**config.mk**
```make
export PLATFORM = sky130hd
export DESIGN_NAME = i2_group_scan_ctrl
export DESIGN_NICKNAME = d
export VERILOG_FILES = /design/src/rtl/i2_group_scan_ctrl.sv
export SDC_FILE = /design/constraint.sdc
export NUM_CORES = 1
export LEC_CHECK = 0
export CAP_MARGIN = 40
export CORE_MARGIN = 2
export CORE_UTILIZATION = 40
export CTS_CLUSTER_DIAMETER = 200
export DETAILED_ROUTE_END_ITERATION = 12
export PLACE_DENSITY = 0.7
export SYNTH_ARGS = -nofsm -noshare
export SYNTH_HDL_FRONTEND = slang
export SYNTH_SLANG_ARGS = --single-unit
```
**constraint.sdc**
```tcl
create_clock -name clk -period 2.2 [get_ports clk]
set_clock_uncertainty 0.1 [all_clocks]
set_input_delay 0.44 -clock clk [delete_from_list [all_inputs] [get_ports clk]]
set_output_delay 0.44 -clock clk [all_outputs]
set_load 0.05 [all_outputs]
```
**src/rtl/i2_group_scan_ctrl.sv**
```systemverilog
// i2_group_scan_ctrl
//
// Scans NUM_GROUPS groups of a wide input vector through a single shared
// GROUP_W-wide OR reducer, one group per cycle. A start handshake captures
// the vector and a per-group enable mask. Each group's result lands in
// hit_grp_o. The combined hit_o is reported after the done_o pulse.
//
// Optional feature macro: I2_SCAN_EARLY_EXIT_EN
//   When it is defined, the scan stops after the first group that hits.
//   When it is undefined, every group is always scanned.
//
// Ports:
//   clk         in   rising-edge clock
//   rst_n       in   asynchronous active-low reset
//   start_i     in   request a scan; accepted only when idle
//   vec_i       in   NUM_GROUPS*GROUP_W input vector, group k at [k*GROUP_W +: GROUP_W]
//   grp_en_i    in   per-group participation mask
//   busy_o      out  high while scanning and during the done cycle
//   done_o      out  one-cycle completion pulse
//   hit_o       out  OR of all per-group hits of the last completed scan
//   hit_grp_o   out  per-group hits of the last completed scan
//   scan_idx_o  out  index of the group currently being reduced
module i2_group_scan_ctrl #(
  parameter int GROUP_W    = 32,
  parameter int NUM_GROUPS = 4,
  localparam int IDX_W     = (NUM_GROUPS > 1) ? $clog2(NUM_GROUPS) : 1
) (
  input  logic                          clk,
  input  logic                          rst_n,
  input  logic                          start_i,
  input  logic [NUM_GROUPS*GROUP_W-1:0] vec_i,
  input  logic [NUM_GROUPS-1:0]         grp_en_i,
  output logic                          busy_o,
  output logic                          done_o,
  output logic                          hit_o,
  output logic [NUM_GROUPS-1:0]         hit_grp_o,
  output logic [IDX_W-1:0]              scan_idx_o
);

  localparam logic [1:0] ST_IDLE = 2'd0;
  localparam logic [1:0] ST_SCAN = 2'd1;
  localparam logic [1:0] ST_DONE = 2'd2;

`ifdef I2_SCAN_EARLY_EXIT_EN
  localparam bit EARLY_EXIT = 1'b1;
`else
  localparam bit EARLY_EXIT = 1'b0;
`endif

  localparam logic [IDX_W-1:0] LAST_IDX = IDX_W'(NUM_GROUPS - 1);

  logic [1:0]                  state_reg;
  logic [IDX_W-1:0]            idx_reg;
  logic [NUM_GROUPS*GROUP_W-1:0] vec_reg;
  logic [NUM_GROUPS-1:0]       en_reg;
  logic [NUM_GROUPS-1:0]       hit_grp_reg;
  logic                        hit_reg;
  logic                        busy_reg;
  logic                        done_reg;

  // Split the captured vector into groups so that the shared reducer can
  // select one group by index.
  logic [GROUP_W-1:0] groups [NUM_GROUPS];

  generate
    for (genvar gi = 0; gi < NUM_GROUPS; gi++) begin : g_split
      assign groups[gi] = vec_reg[gi*GROUP_W +: GROUP_W];
    end
  endgenerate

  // This is the single shared reducer. A disabled group still takes its
  // cycle, but it can only report 0.
  logic group_hit;
  assign group_hit = en_reg[idx_reg] & (|groups[idx_reg]);

  always_ff @(posedge clk or negedge rst_n) begin
    if (!rst_n) begin
      state_reg   <= ST_IDLE;
      idx_reg     <= '0;
      vec_reg     <= '0;
      en_reg      <= '0;
      hit_grp_reg <= '0;
      hit_reg     <= 1'b0;
      busy_reg    <= 1'b0;
      done_reg    <= 1'b0;
    end else begin
      case (state_reg)
        ST_IDLE: begin
          done_reg <= 1'b0;
          if (start_i) begin
            vec_reg     <= vec_i;
            en_reg      <= grp_en_i;
            hit_grp_reg <= '0;
            hit_reg     <= 1'b0;
            idx_reg     <= '0;
            busy_reg    <= 1'b1;
            state_reg   <= ST_SCAN;
          end
        end
        ST_SCAN: begin
          hit_grp_reg[idx_reg] <= group_hit;
          // The index stops at the last group that was reduced. It never wraps.
          if (idx_reg == LAST_IDX || (EARLY_EXIT && group_hit)) begin
            done_reg  <= 1'b1;
            state_reg <= ST_DONE;
          end else begin
            idx_reg <= idx_reg + 1'b1;
          end
        end
        ST_DONE: begin
          // hit_grp_reg already holds the result for the last reduced group.
          hit_reg   <= |hit_grp_reg;
          done_reg  <= 1'b0;
          busy_reg  <= 1'b0;
          state_reg <= ST_IDLE;
        end
        default: begin
          done_reg  <= 1'b0;
          busy_reg  <= 1'b0;
          state_reg <= ST_IDLE;
        end
      endcase
    end
  end

  assign busy_o     = busy_reg;
  assign done_o     = done_reg;
  assign hit_o      = hit_reg;
  assign hit_grp_o  = hit_grp_reg;
  assign scan_idx_o = idx_reg;

endmodule

```
* Word level (Yosys, flattened, before mapping)
Cells that the tools add are included.
** Storage, ports and cells
- Register bits :: 143
- Input bits :: 135
- Output and inout port bits :: 9
- Word-level logic and storage cells :: 55
** Operators by class
- $add $sub $neg :: 1
- Magnitude comparators :: 3
- Eq/ne operators :: 6
- Mux-type cells :: 22
- Bitwise operators :: 3
- Reduce and logical (&&, ||, !) cells :: 12
** Operators by type and width (number)
- 32-bit binary-select mux with 2-bit select :: 1
- 32-bit 2-to-1 mux :: 2
- 32-bit OR reduction :: 1
- 2-bit AND reduction :: 5
- 2-bit 2-to-1 mux :: 4
- 2-bit one-hot mux with 2 select lines :: 2
- 4-bit one-hot mux with 2 select lines :: 1
- 1-bit 2-to-1 mux :: 6
- 2-bit inequality test (second input constant) :: 3
- 4-bit bitwise mux :: 1
- 2-bit equality test (second input constant) :: 2
- 4-bit 2-to-1 mux :: 1
- 1-bit one-hot mux with 2 select lines :: 2
- 2-bit nonzero test :: 2
- 4-bit OR reduction :: 1
- 3-bit >= comparator (second input constant) :: 1
- 2-bit by 3-bit less-than comparator with 1-bit output (second input constant) :: 1
- 2-bit NOT with 3-bit output :: 1
- 3-bit AND reduction :: 1
- 2-bit by 1-bit adder with 2-bit output (second input constant) :: 1
- 1-bit binary-select mux with 2-bit select :: 1
- 1-bit demux with 2-bit select :: 1
- 2-bit by 1-bit equality test with 1-bit output (second input constant) :: 1
- 2-bit by 1-bit >= comparator with 1-bit output (second input constant) :: 1
- 4 further kinds :: 4

* Logic depth before layout (Yosys ltp)
Gate-level depths: netlist of the first run.
- Depth after elaboration :: 8
- Mapped depth :: 6

* Least setup slack after synthesis of the first run
OpenSTA, ideal clock, no wires.
- Path kind :: register -> register
- From :: register idx_reg[0], in the netlist scan_idx_o[0]
- To :: register hit_grp_reg[0], in the netlist hit_grp_o[0]
- Arrival :: 1.891 ns
- Slack :: 0.082 ns
- Stages on the path, launching flop included :: 7
- Period minus slack after synthesis :: 2.118 ns
- Cell sequence :: dfrtp_1 -> buf_2 -> nor4b_1 -> nand4_1 -> or4_1 -> o21ai_2 -> o31ai_1
** Between the ends
- Cells in the longest elaborated chain, start to end :: 8
- Elaborated cells between the ends (all ways) :: 15
- Classes of those cells :: order compare: 2; mux: 9; bitwise: 2; reduce/logical: 2
** RTL lines
- from (decl) :: RTL line 53 : logic [IDX_W-1:0] idx_reg;
- from (signal assigned) :: RTL line 107 : idx_reg <= idx_reg + 1'b1;
- 2-bit NOT with 3-bit output (implied by the code) :: RTL line 74 : assign group_hit = en_reg[idx_reg] & (|groups[idx_reg]);
- 32-bit binary-select mux with 2-bit select :: RTL line 74
- 32-bit 2-to-1 mux (implied by the code) (2 in a row) :: RTL line 74
- 32-bit OR reduction :: RTL line 74
- 1-bit AND :: RTL line 74
- 4-bit bitwise mux * :: RTL line 101 : hit_grp_reg[idx_reg] <= group_hit;
- 4-bit one-hot mux with 2 select lines * :: RTL line 87 : case (state_reg)
- to (signal, indexed assignment) :: RTL line 101
- to (decl) :: RTL line 56 : logic [NUM_GROUPS-1:0] hit_grp_reg;
Every way passes the cells marked *; elsewhere a longest branch is shown, timed or not. The select of a mux whose other input is x is not followed.
A chain may end at the register's enable or synchronous reset.

* Worst setup path in the final report of the first run
- From :: register hit_reg, in the netlist hit_o
- To :: output hit_o
** RTL lines
- from (decl) :: RTL line 57 : logic hit_reg;
- from (signal assigned) :: RTL line 112 : hit_reg <= |hit_grp_reg;
- to (decl) :: RTL line 35 : output logic hit_o,
No word-level cell between the ends.

==> out/summary.txt, run 1 <==
FLOORPLANNING
----------------------------------------------------------------------------------
Die Width                                                                 123.8 µm
Number of top-level pins                                                       144
Die boundary height                                                       123.8 µm
Starting density of the core                                                41.21%
Area of the placeable core                                               13930 µm²
Number of standard-cell rows in the floorplan                                   43
Area of the die                                                          15330 µm²

FINAL LAYOUT
----------------------------------------------------------------------------------
Diode count                                                                      0
Final instance area                                                       8064 µm²
Flip-flop count of the largest register, all copies and words added            128
Area growth from synthesis to layout                                        40.41%
Filler Cells Inserted                                                         1192
Ratio of cells with drive above 1 in the final layout                       6.396%
Number of cells in the finished layout apart from fillers                      993
Total number of nets in the final design                                       940

CLOCKING
----------------------------------------------------------------------------------
Clock slew seen by the registers of the worst setup and hold paths           50 ps
Clock tree from TritonCTS                                                     done
Clock sink count                                                               143
CTS Buffer Depth                                                                 2
H-tree depth                                                                     4
Root Buffer Master                                                    sky130_fd_sc_hd__clkbuf_16
Later-pin clock latency in the skew report                                  410 ps
Number of buffers added by the clock tree synthesis step                        17

WORST SETUP PATH
----------------------------------------------------------------------------------
Endpoint required time on the critical path                                1660 ps
Class of the most critical setup path                                 flop to output port
Arrival time of data at the critical path endpoint                         1610 ps
Capturing element type of the critical path                            output port
Number of buffers and inverters on the critical path                             1
Critical path's top delay family                                      buffers and inverters
Peak per-stage delay on the critical path                                   820 ps
CP Launch Type                                                                flop
CP max FO                                                                        2
Crit-path cells                                                       clkdlybuf4s50_1
Cell type of the slowest stage on the worst timing path               sky130_fd_sc_hd__clkdlybuf4s50_1

GLOBAL ROUTING
----------------------------------------------------------------------------------
Total Routing Usage GR                                                      19.07%
Vias in the first global route                                                4753
Remaining global-route overflow                                                  0
Pin count of the biggest net entering global routing                            83
Wire length of the first global-routing pass                              22200 µm
Initial antenna violation count                                                  0

LOGIC SYNTHESIS
----------------------------------------------------------------------------------
Post-synth EDFFs                                                                 0
Mean post-synth cell area                                                8.768 µm²
Synthesized cell area                                                     5743 µm²
Leading cell types by count after synthesis                           sky130_fd_sc_hd__nand2_1, sky130_fd_sc_hd__dfrtp_1, sky130_fd_sc_hd__nor4_1, sky130_fd_sc_hd__clkbuf_1, sky130_fd_sc_hd__buf_2
Count of yosys warnings during synthesis                                         0
Number of instances in the synthesized netlist                                 655
Dominant cell by count in the synthesized netlist                     sky130_fd_sc_hd__nand2_1
Post-synth top area share                                                   62.31%
Number of synthesized register bits                                            143
Largest area contributor in the synthesized netlist                   sky130_fd_sc_hd__dfrtp_1
Top_reg_cell synth                                                    sky130_fd_sc_hd__dfrtp_1
Number of distinct library cells after synthesis                                27
Net count after synthesis                                                      794
Async set or reset register ratio after synthesis                           100.0%
Cell types with the largest area share after synthesis                sky130_fd_sc_hd__dfrtp_1, sky130_fd_sc_hd__nand2_1, sky130_fd_sc_hd__nor4_1
Seq/Total Area, Yosys                                                       62.31%

ROUTE
----------------------------------------------------------------------------------
Per-cell via count in the routed design                                      4.767
Post-DR wirelength/cell                                                   13.75 µm
First-pass iteration count of the detailed router                                4
Antenna viol nets, final                                                         0
Total via count in the routed design                                          4734
Initial DRC Count                                                              332
Total routed wirelength                                                   13650 µm
DRC errors left                                                                  0

STA
----------------------------------------------------------------------------------
Count of final setup violators                                                   0
Number of pins exceeding their max-slew limit in the final report                0
Highest attainable clock frequency                                       464.9 MHz
Final worst-path setup slack                                              48.92 ps
Final Hold Fails                                                                 0
Setup TNS Final                                                               0 ps
Remaining max-slew budget at the tightest pin                               63.64%
Final worst path period share                                               97.78%
Setup repair after global routing missed its margin                          false
Post-route minimum period                                                  2151 ps
Worst-Margin Slew                                                         544.6 ps

PLACEMENT
----------------------------------------------------------------------------------
Setup Slack @ Placement                                                   205.2 ps
Number of placed instances with taps included                                  961
I/O Buffers                                                                    143
Post-placement cell area                                                  7442 µm²
Routability cong.                                                           0.8008
HPWL reported at the end of detailed placement                             9682 µm

WORST HOLD PATH
----------------------------------------------------------------------------------
Worst min path class                                                  flop to flop

POWER AND IR DROP
----------------------------------------------------------------------------------
Static power due to leakage                                            0.004040 µW
Power density over the cells                                           1315 nW/µm²
Peak ir drop on the vdd network                                        0.0007003 V

RUN
----------------------------------------------------------------------------------
MaxCap Viol Count                                                                0

STATUS
----------------------------------------------------------------------------------
Result of the run                                                     finished clean

-- worst min-delay path, stage by stage, from the launching register on --
cell and delay (ps):
sky130_fd_sc_hd__dfrtp_1 330, sky130_fd_sc_hd__nand2_1 50, sky130_fd_sc_hd__nand2_1 50
-- what timing repair did --
action                                 in CTS  in global routing
buffers inserted                            0                  0
setup endpoints to repair                   0                  2
hold buffers                                1                  0
endpoints found under the hold margin      40                  0
gates resized for setup                     0                  2
-- cell usage in the layout, fill, tap and decap left out, drive strengths merged, types with 2 or more instances in the layout --
cell / instances
clkbuf: 21
clkinv: 4
dfrtp: 143
buf: 19
bufinv: 3
nor4: 26
nand3: 7
ha: 4
o21ai: 5
nand4: 6
o31ai: 4
clkdlybuf4s50: 135
clkinvlp: 3
inv: 4
or4: 3
dlymetal6s2s: 2
nand2: 401
nor4b: 2
nor3: 2
nor2: 7
-- layout make-up --
cell class | instances | area [µm²] | share of cell area [%]
flip-flops and latches | 143 | 3578 | 44.38
multi-input cells | 478 | 2031 | 25.18
repair buffers | 157 | 1608 | 19.94
clock buffers | 21 | 470.5 | 5.834
well taps | 180 | 225.2 | 2.793
clock inverters | 10 | 136.4 | 1.691
inverters | 4 | 15.01 | 0.1862
-- layer usage --
| metal | routed length [µm] | global-route usage (%) |
|---|---|---|
| met5 | 0 | 0 |
| met1 | 6064 | 24.01 |
| met4 | 208 | 7.102 |
| met3 | 743 | 5.082 |
| met2 | 6636 | 31.63 |
-- per-stage QoR --
stage	total power (µW)	hold WS [ps]	util, %
2_1_floorplan	6518	44.41	-
3_3_place_gp	7543	270.6	53.41
3_5_place_dp	7766	276.8	53.41
4_1_cts	10730	374.0	57.83
5_1_grt	11380	391.6	57.87
6_report	10600	370.0	57.87
-- power breakdown --
part           internal (µW)  leakage [µW]  total [µW]  switching (µW)
Clock                   1860      0.000291        2890            1030
Combinational           1270       0.00197        3130            1850
Sequential              3880       0.00178        4590             709
Total                   7010       0.00404       10600            3590
-- kinds of logic after synthesis --
family | count (synthesis) | share of synthesized area [%]
and+or+nand+nor | 458 | 32.11
DFF | 143 | 62.31
buffers and inverters | 34 | 2.418
AOI/OAI and AO/OA | 15 | 1.896
adders and majority gates | 4 | 0.8715
muxes | 1 | 0.3921
-- path summary, 6_finish.rpt --
kind	startpoint	endpoint	slack [ps]	cells past startpoint
worst max register to register	vec_reg[38]$_DFFE_PN0P_	hit_grp_o[1]$_DFFE_PN0P_	290	4
worst min register to register	vec_reg[43]$_DFFE_PN0P_	vec_reg[43]$_DFFE_PN0P_	370	2
worst min-delay path	vec_reg[43]$_DFFE_PN0P_	vec_reg[43]$_DFFE_PN0P_	370	2
max in group asynchronous	rst_n	vec_reg[53]$_DFFE_PN0P_	940	3
worst max-delay path	hit_o$_DFFE_PN0P_	hit_o	50	1
min in group asynchronous	rst_n	vec_reg[50]$_DFFE_PN0P_	400	2
No activity file was read; power rests on OpenSTA's default activity.
==> run 2: changes to the inputs <==
- CAP_MARGIN: 40 -> 20
- SLEW_MARGIN: unset -> 20
==> results of run 2 <==
Same layout as run 1: the final DEF is identical, and so are final timing and power.
==> run 3: changes to the inputs <==
- CORE_UTILIZATION: 40 -> 49
- PLACE_DENSITY: 0.7 -> 0.83
==> run 3 against run 2 <==
  * Via count rose by 3.1%
  * Flip-flop and latch count stayed put
  * Sequential share of layout area is essentially flat
  * Maximum frequency barely moved
  * Total power increased by 1.3%
  * Clock power rose by 3%
  * Sequential power about the same
  * Non-clock buffer count stayed put
  * Die area down 18%
  * Global-route usage increased by 3.8 points
  * Critical endpoint is now hit_grp_o[0]
  * Utilization increased by 13 points
==> out/summary.txt, run 3 (synthesis results as in run 1) <==
STATUS
-------------------------------------------------------------------------------------
Result of the run                                                        finished clean

WORST SETUP PATH
-------------------------------------------------------------------------------------
Cell type of the slowest stage on the worst timing path                  sky130_fd_sc_hd__clkdlybuf4s50_1
Critical path's top delay family                                         buffers and inverters
CP Launch Type                                                                   flop
Number of buffers and inverters on the critical path                                1   unchanged
Class of the most critical setup path                                    flop to output port
Crit-path cells                                                          clkdlybuf4s50_1
Capturing element type of the critical path                               output port
Arrival time of data at the critical path endpoint                            1610 ps   about the same
Peak per-stage delay on the critical path                                      830 ps   about the same
CP max FO                                                                           3   +1
Endpoint required time on the critical path                                   1660 ps   about the same

FINAL LAYOUT
-------------------------------------------------------------------------------------
Total number of nets in the final design                                          940   unchanged
Ratio of cells with drive above 1 in the final layout                          6.265%   -0.13 points
Most frequent standard cell in the layout excluding fill and tap cells   sky130_fd_sc_hd__nand2_1
Area growth from synthesis to layout                                           40.48%   about the same
Most used cells in the layout excluding fill and tap cells               sky130_fd_sc_hd__nand2_1, sky130_fd_sc_hd__dfrtp_1, sky130_fd_sc_hd__clkdlybuf4s50_1
Flip-flop count of the largest register, all copies and words added               128   unchanged
Filler Cells Inserted                                                             863   -28%
Diode count                                                                         0   unchanged

CLOCKING
-------------------------------------------------------------------------------------
Number of buffers added by the clock tree synthesis step                           17   unchanged
H-tree depth                                                                        4   unchanged
Later-pin clock latency in the skew report                                     410 ps   about the same
Buffers inserted during post-CTS setup optimization                                 0   unchanged
CTS Buffer Depth                                                                    2   unchanged
Clock sink count                                                                  143   unchanged
Root Buffer Master                                                       sky130_fd_sc_hd__clkbuf_16
Clock tree from TritonCTS                                                        done
Clock slew seen by the registers of the worst setup and hold paths              60 ps   about the same

STA
-------------------------------------------------------------------------------------
Post-route minimum period                                                     2151 ps   +0.2239 ps
Number of pins exceeding their max-slew limit in the final report                   0   unchanged
Count of final setup violators                                                      0   unchanged
Final worst path period share                                                  97.79%   about the same
Setup TNS Final                                                                  0 ps   unchanged
Final Hold Fails                                                                    0   unchanged
Worst-Margin Slew                                                            549.2 ps   +4.603 ps
Setup repair after global routing missed its margin                             false
Remaining max-slew budget at the tightest pin                                  63.27%   -0.36 points
Highest attainable clock frequency                                          464.8 MHz   about the same

FLOORPLANNING
-------------------------------------------------------------------------------------
Area of the placeable core                                                  11420 µm²   -18%
Die Width                                                                    112.3 µm   -9.3%
Number of standard-cell rows in the floorplan                                      39   -9.3%
Starting density of the core                                                   50.30%   +9.1 points
Area of the die                                                             12600 µm²   -18%
Number of top-level pins                                                          144   unchanged
Die boundary height                                                          112.3 µm   -9.3%

GLOBAL ROUTING
-------------------------------------------------------------------------------------
Initial antenna violation count                                                     0   unchanged
Wire length of the first global-routing pass                                 22870 µm   +3.0%
Vias in the first global route                                                   5003   +5.3%
Total Routing Usage GR                                                         22.90%   +3.8 points
Remaining global-route overflow                                                     0   unchanged
Pin count of the biggest net entering global routing                               91   +9.6%

RUN
-------------------------------------------------------------------------------------
MaxCap Viol Count                                                                   0   unchanged

ROUTE
-------------------------------------------------------------------------------------
Initial DRC Count                                                                 371   +12%
Total routed wirelength                                                      13820 µm   +1.3%
Per-cell via count in the routed design                                         5.098   +6.9%
DRC errors left                                                                     0   unchanged
First-pass iteration count of the detailed router                                   8   +4
Antenna viol nets, final                                                            0   unchanged
Total via count in the routed design                                             4879   +3.1%
Post-DR wirelength/cell                                                      14.44 µm   +5.1%

WORST HOLD PATH
-------------------------------------------------------------------------------------
Worst min path class                                                     flop to flop

POWER AND IR DROP
-------------------------------------------------------------------------------------
Internal power contribution                                                   7111 µW   +1.4%
Power share of the sequential group                                             42.7%   -0.5 points
Static power due to leakage                                               0.004042 µW   about the same
NetSw                                                                         3629 µW   +1.0%
Peak ir drop on the vdd network                                           0.0007308 V   +4.4%
Relative contribution of the clock network to total power                       27.7%   +0.4 points
Share of power burned in combinational logic                                    29.6%   about the same
Switching portion of total power                                               33.79%   -0.089 points
Power density over the cells                                              1331 nW/µm²   +1.2%
Power, Total                                                                 10740 µW   +1.3%

PLACEMENT
-------------------------------------------------------------------------------------
Routability cong.                                                              0.7949   -0.74%
I/O Buffers                                                                       143   unchanged
HPWL reported at the end of detailed placement                                9461 µm   -2.3%

run 3: layout make-up:
cell class | instances | area [µm²] | share of cell area (%)
Inverter | 4 | 15.01 | 0.1861
Clock inverter | 10 | 132.6 | 1.644
Multi-Input combinational cell | 478 | 2031 | 25.17
Tap cell | 143 | 178.9 | 2.218
Timing Repair Buffer | 157 | 1638 | 20.30
Clock buffer | 22 | 494.2 | 6.126
Sequential cell | 143 | 3578 | 44.35
run 3: power groups by stage:
stage	registers [µW]	logic [µW]	clock network, µW
floorplan	4630	1890	0
global placement	4510	3030	0
detailed placement	4600	3180	0
CTS	4570	3240	3030
global route	4720	3620	3140
finish	4580	3180	2980
run 3: stage by stage:
stage	cells	utilization [%]	hold slack, ps	area [µm²]	worst slack, ps
after global placement	924	65.06	326.5	7428	265.2
final	957	70.66	372.0	8068	48.70
after floorplan	655	-	44.41	5743	82.00
after detailed placement	924	65.06	335.0	7428	155.1
after global routing	957	70.66	390.7	8068	3.479
after CTS	957	70.63	374.4	8065	23.87
run 3: worst paths after layout:
| kind | from | endpoint | slack [ps] | cells past startpoint |
|---|---|---|---|---|
| min in group asynchronous | rst_n | vec_reg[117]$_DFFE_PN0P_ | 460 | 2 |
| setup reg to reg | vec_reg[38]$_DFFE_PN0P_ | hit_grp_o[3]$_DFFE_PN0P_ | 310 | 4 |
| hold / removal | vec_reg[78]$_DFFE_PN0P_ | vec_reg[78]$_DFFE_PN0P_ | 370 | 2 |
| setup / recovery | hit_grp_o[0]$_DFFE_PN0P_ | hit_grp_o[0] | 50 | 1 |
| hold reg to reg | vec_reg[78]$_DFFE_PN0P_ | vec_reg[78]$_DFFE_PN0P_ | 370 | 2 |
| max in group asynchronous | rst_n | vec_reg[63]$_DFFE_PN0P_ | 920 | 3 |
run 3: layer usage:
layer  up-vias  GRT usage (%)  wire [µm]
met3        25          5.778        765
met1      2311          28.89       5907
met2       168          37.71       6842
met5         -              0          0
li1       2375              -          -
met4         0          10.08        308
run 3: repair_timing:
| item | 4_1_cts | 5_1_grt |
|---|---|---|
| endpoints found under the setup margin | 0 | 1 |
| hold endpoints to repair | 53 | 0 |
| resized for setup | 0 | 1 |
| hold buffers | 1 | 0 |
